--- src/rtl/mode_switch_sequencer.sv ---
// Orders Shell<->Application switches: drain the bus, hold the CPU in reset, flip ownership, release.
// Optional drain watchdog with sticky status bit: define MODE_SEQ_DRAIN_TIMEOUT_EN.
module mode_switch_sequencer #(
    parameter int RST_CYCLES     = 16,
    parameter int TIMEOUT_CYCLES = 1024
) (
    input  logic        clk,
    input  logic        resetn,
    input  logic        shell_req_app,
    input  logic        shell_req_shell,
    input  logic        cpu_mode_write,
    input  logic [31:0] cpu_mode_wdata,
    input  logic        bus_busy,
    output logic        app_mode,
    output logic        cpu_resetn,
    output logic        cpu_hold,
    output logic        busy,
    output logic        switch_done,
    output logic [31:0] status_rdata
);

    typedef enum logic [1:0] {
        SHELL  = 2'd0,
        APP    = 2'd1,
        DRAIN  = 2'd2,
        SETTLE = 2'd3
    } state_t;

    localparam int CW = (RST_CYCLES > 1) ? $clog2(RST_CYCLES) : 1;

    state_t        state;
    logic [CW-1:0] counter;
    logic          target;
    logic          pend_valid;
    logic          pend_target;
    logic          timeout_flag;
    logic          req_valid;
    logic          req_target;
    logic          eff_valid;
    logic          eff_target;
    logic          drain_exit;

    // A fresh request in a steady cycle supersedes whatever was left pending
    always_comb begin
        req_valid  = 1'b0;
        req_target = 1'b0;
        if (shell_req_app) begin
            req_valid  = 1'b1;
            req_target = 1'b1;
        end else if (shell_req_shell) begin
            req_valid  = 1'b1;
            req_target = 1'b0;
        end else if (cpu_mode_write && state == APP) begin
            req_valid  = 1'b1;
            req_target = cpu_mode_wdata[0];
        end
        eff_valid  = req_valid | pend_valid;
        eff_target = req_valid ? req_target : pend_target;
    end

`ifdef MODE_SEQ_DRAIN_TIMEOUT_EN
    localparam int TW = $clog2(TIMEOUT_CYCLES + 1);

    logic [TW-1:0] drain_count;
    logic          drain_timeout;
    logic          unused_wdata;

    assign drain_timeout = bus_busy && (drain_count == TW'(TIMEOUT_CYCLES - 1));
    assign drain_exit    = !bus_busy || drain_timeout;
    assign unused_wdata  = ^cpu_mode_wdata[31:2];
`else
    logic        unused_wdata;
    logic [31:0] unused_timeout;

    assign drain_exit     = !bus_busy;
    assign timeout_flag   = 1'b0;
    assign unused_wdata   = ^cpu_mode_wdata[31:1];
    assign unused_timeout = TIMEOUT_CYCLES;
`endif

    always_ff @(posedge clk) begin
        if (!resetn) begin
            state       <= SHELL;
            counter     <= '0;
            target      <= 1'b0;
            pend_valid  <= 1'b0;
            pend_target <= 1'b0;
            app_mode    <= 1'b0;
            cpu_resetn  <= 1'b0;
            cpu_hold    <= 1'b0;
            busy        <= 1'b0;
            switch_done <= 1'b0;
`ifdef MODE_SEQ_DRAIN_TIMEOUT_EN
            drain_count  <= '0;
            timeout_flag <= 1'b0;
`endif
        end else begin
            switch_done <= 1'b0;
            case (state)
                SHELL, APP: begin
                    pend_valid <= 1'b0;
                    if (eff_valid && (eff_target != (state == APP))) begin
                        state    <= DRAIN;
                        target   <= eff_target;
                        busy     <= 1'b1;
                        cpu_hold <= (state == APP);
`ifdef MODE_SEQ_DRAIN_TIMEOUT_EN
                        drain_count <= '0;
`endif
                    end
`ifdef MODE_SEQ_DRAIN_TIMEOUT_EN
                    if (state == APP && cpu_mode_write && cpu_mode_wdata[1])
                        timeout_flag <= 1'b0;
`endif
                end
                DRAIN: begin
                    if (drain_exit) begin
                        state      <= SETTLE;
                        cpu_resetn <= 1'b0;
                        app_mode   <= target;
                        counter    <= CW'(RST_CYCLES - 1);
                    end
`ifdef MODE_SEQ_DRAIN_TIMEOUT_EN
                    if (drain_timeout)
                        timeout_flag <= 1'b1;
                    else if (bus_busy)
                        drain_count <= drain_count + 1'b1;
`endif
                end
                SETTLE: begin
                    if (counter == '0) begin
                        state       <= target ? APP : SHELL;
                        busy        <= 1'b0;
                        cpu_hold    <= 1'b0;
                        switch_done <= 1'b1;
                        cpu_resetn  <= target;
                    end else begin
                        counter <= counter - 1'b1;
                    end
                end
                default: state <= SHELL;
            endcase
            if ((state == DRAIN || state == SETTLE) && req_valid) begin
                pend_valid  <= 1'b1;
                pend_target <= req_target;
            end
        end
    end

    assign status_rdata = {26'd0, 2'(state), timeout_flag, pend_valid, busy, app_mode};

endmodule

--- config.mk ---
export PLATFORM = sky130hd
export DESIGN_NAME = mode_switch_sequencer
export DESIGN_NICKNAME = d
export VERILOG_FILES = /design/src/rtl/mode_switch_sequencer.sv
export SDC_FILE = /design/constraint.sdc
export NUM_CORES = 1
export LEC_CHECK = 0
export BUFFER_PORTS_ARGS = -buffer_cell sky130_fd_sc_hd__buf_2
export CORE_ASPECT_RATIO = 0.75
export CORE_UTILIZATION = 38
export DETAILED_ROUTE_END_ITERATION = 8
export HOLD_SLACK_MARGIN = 0.12
export PLACE_DENSITY = 0.88
export REMOVE_ABC_BUFFERS = 1
export SLEW_MARGIN = 20
export SYNTH_ARGS = -nofsm -noshare
export SYNTH_HDL_FRONTEND = slang
export SYNTH_SLANG_ARGS = --single-unit
--- constraint.sdc ---
create_clock -name clk -period 1.9 [get_ports clk]
set_clock_uncertainty 0.2 [all_clocks]
set_input_delay 0.19 -clock clk [delete_from_list [all_inputs] [get_ports clk]]
set_output_delay 0.19 -clock clk [all_outputs]
set_load 0.01 [all_outputs]
==> run metrics <==
Hold Path Class=primary input to register; Final Hold Vio Count=0; Sink Count=14; CTS tree=built; I/O Pins=75; synthesized instance count=between 100 and 150; Mapped Avg Cell Area=8.60 sq um; PwrDens=~740 mW/mm^2; Yosys warning total=0; total iterations of the first detailed-routing run=6; Crit. End Element=register; Hold Path Depth=3; area grow syn2layout=6.99%; CTS H-tree lvls=1; failing checks=design-rule violations; number of global-route vias before repair=575; Clock Pin Slew Worst Setup and Hold Paths=roughly 0.090 ns; global route total overflow=0; worst skew pair latency=around 0.28 ns; number of synthesized register bits=14; worst reg-to-reg path cell count=6; setup slack, reg-to-reg=approximately 0.11 ns; final setup vio count=0; worst ir drop on vdd=between 300 and 400 uV; DIE AREA=0.00255 sq mm; setup ws final=around 0.11 ns; remaining antenna violation count after routing=0; CTS root buf=clkbuf_4; wirelength, routed=~1600 microns; Hold Startpoint=cpu_mode_write; final period utilization=0.944; final net count=about 160; mapped cell area=between 800 and 900 sq um; gr usage total=0.128; n_diodes=0; RSZ-0062 raised after global routing=no; Setup TNS=0 ns; Hold Path Sink=target; Clock Path Buffers=2; vias per cell=4.65; CTS buffer count=3; DR DRC count=6; status=finished, violations left; Detailed Place HPWL=1170 microns; Post-CTS Setup Inserts=0; # port buffers=16; DP Worst Slack=0.0857 ns; Worst EP arrival=1.77 ns; hold slack=around 0.18 ns; register area share after synthesis=0.313; Max Slew Vio Count=0; CP Max Fanout=6; largest net degree at the start of global routing=13; core area=0.00210 sq mm; DRT iter0 DRCs=28; number of antenna violations at the first check in global routing=0; Crit Reg-Reg Startpoint=counter[0]; cell leakage power=between 0.4 and 0.5 nW; DR WL/cell=about 11 microns; Vias=approximately 680; Rows=14; max cap viols=0; die width=58.0 microns; GPL Wtd Cong=between 0.8 and 0.9; Final min period=about 1.8 ns; initial core utilization=0.426; Setup CP Type=register to register; worst endpoint required time=1.88 ns; global-route wire length before repair=around 2500 microns; die height=approximately 44 microns; r2r endpoint=cpu_hold; synth unique cells=32; startpoint types=register; max frequency=~560 MHz; share of post-route cells with drive strength above 1=0.244
==> flip-flops by register name, indices dropped and copies added (netlist names) <==
| register | count |
|---|---|
| counter | 4 |
| state | 2 |
| app_mode | 1 |
| busy | 1 |
| cpu_hold | 1 |
| cpu_resetn | 1 |
| pend_target | 1 |
| pend_valid | 1 |
| switch_done | 1 |
| target | 1 |
==> stage by stage <==
| step | power, mW | area, sq um | std cells | utilization |
|---|---|---|---|---|
| after global placement | 0.485 | 873 | 139 | 0.415 |
| after global routing | 0.748 | 957 | 147 | 0.455 |
| after floorplan | 0.448 | 756 | 98 | - |
| final | 0.711 | 957 | 147 | 0.455 |
| after CTS | 0.711 | 950 | 147 | 0.452 |
| after detailed placement | 0.493 | 873 | 139 | 0.415 |
==> worst max path at each step <==
stage | from | to | slack [ns]
global route | counter[0] | cpu_hold | 0.005
finish | counter[0] | cpu_hold | 0.11
CTS | counter[0] | cpu_hold | 0.07
floorplan | counter[0] | cpu_hold | 0.26
global placement | counter[0] | cpu_hold | 0.18
detailed placement | counter[0] | cpu_hold | 0.09
==> cell type report <==
cell class / count / area, sq um
multi-input combinational: 75 / 449
clock buffer: 4 / 36.3
tap: 24 / 30.0
timing repair buffer: 21 / 128
inverter: 9 / 33.8
fill: 200 / 1140
sequential: 14 / 280
==> cell usage after synthesis, drive strengths merged <==
cell	n	area share
a211oi	3	0.025
a21oi	6	0.034
a221oi	1	0.017
a22oi	1	0.0084
a311oi	1	0.0098
a32o	1	0.011
and3	1	0.0070
and4b	1	0.011
buf	31	0.26
clkbuf	1	0.0042
conb	1	0.0042
dfxtp	14	0.31
ha	1	0.014
inv	9	0.038
mux2i	1	0.011
nand2	5	0.021
nand3	2	0.017
nand3b	2	0.017
nor2	4	0.017
nor2b	2	0.014
nor3	7	0.057
nor3b	1	0.021
o211ai	1	0.0084
o21ai	4	0.027
o311a	2	0.024
o41ai	1	0.0098
==> report_power, final <==
| part | leakage, nW | total [mW] | switching [mW] | internal, mW |
|---|---|---|---|---|
| sequential | 0.115 | 0.335 | 0.0210 | 0.314 |
| combinational | 0.316 | 0.162 | 0.102 | 0.0605 |
| clock | 0.0210 | 0.213 | 0.0969 | 0.116 |
| total | 0.451 | 0.711 | 0.220 | 0.491 |
==> per-layer routing <==
| layer | vias to the layer above | wire length, microns | global-route usage |
|---|---|---|---|
| met3 | 0 | 96 | 0.0263 |
| li1 | 343 | - | - |
| met5 | - | 0 | 0 |
| met1 | 310 | 708 | 0.157 |
| met2 | 31 | 776 | 0.218 |
| met4 | 0 | 0 | 0.0571 |
==> repair_timing <==
item                                    in CTS  in global routing
resized for setup                            0                  1
endpoints found under the setup margin       0                  1
hold endpoints to repair                     7                  0
hold buffers                                 4                  0
==> cells in the final DEF (no fill, tap or decap), drive strengths merged, types with 2 or more instances in the layout <==
| cell | netlist | layout |
|---|---|---|
| a211oi | 3 | 3 |
| a21oi | 6 | 6 |
| buf | 31 | 17 |
| clkbuf | 1 | 4 |
| conb | 1 | 27 |
| dfxtp | 14 | 14 |
| dlygate4sd3 | 0 | 4 |
| inv | 9 | 9 |
| nand2 | 5 | 5 |
| nand3 | 2 | 2 |
| nand3b | 2 | 2 |
| nor2 | 4 | 4 |
| nor2b | 2 | 2 |
| nor3 | 7 | 7 |
| o21ai | 4 | 4 |
| o311a | 2 | 2 |
==> kinds of logic after synthesis <==
kind of cell,after synthesis,share of synthesized area
other,1,0.00419
and+or+nand+nor,25,0.182
adders and majority gates,1,0.0140
AOI/OAI and AO/OA,21,0.173
DFF,14,0.313
muxes,1,0.0112
buffers and inverters,41,0.302
==> worst max-delay path, stage by stage (launching register included) <==
cell and delay, ns:
dfxtp_1 0.34, inv_1 0.06, ha_1 0.18, nor3b_4 0.33, nand3_4 0.14, and3_1 0.23, a32o_1 0.21
Note: power is estimated with default switching activity, not from simulation.
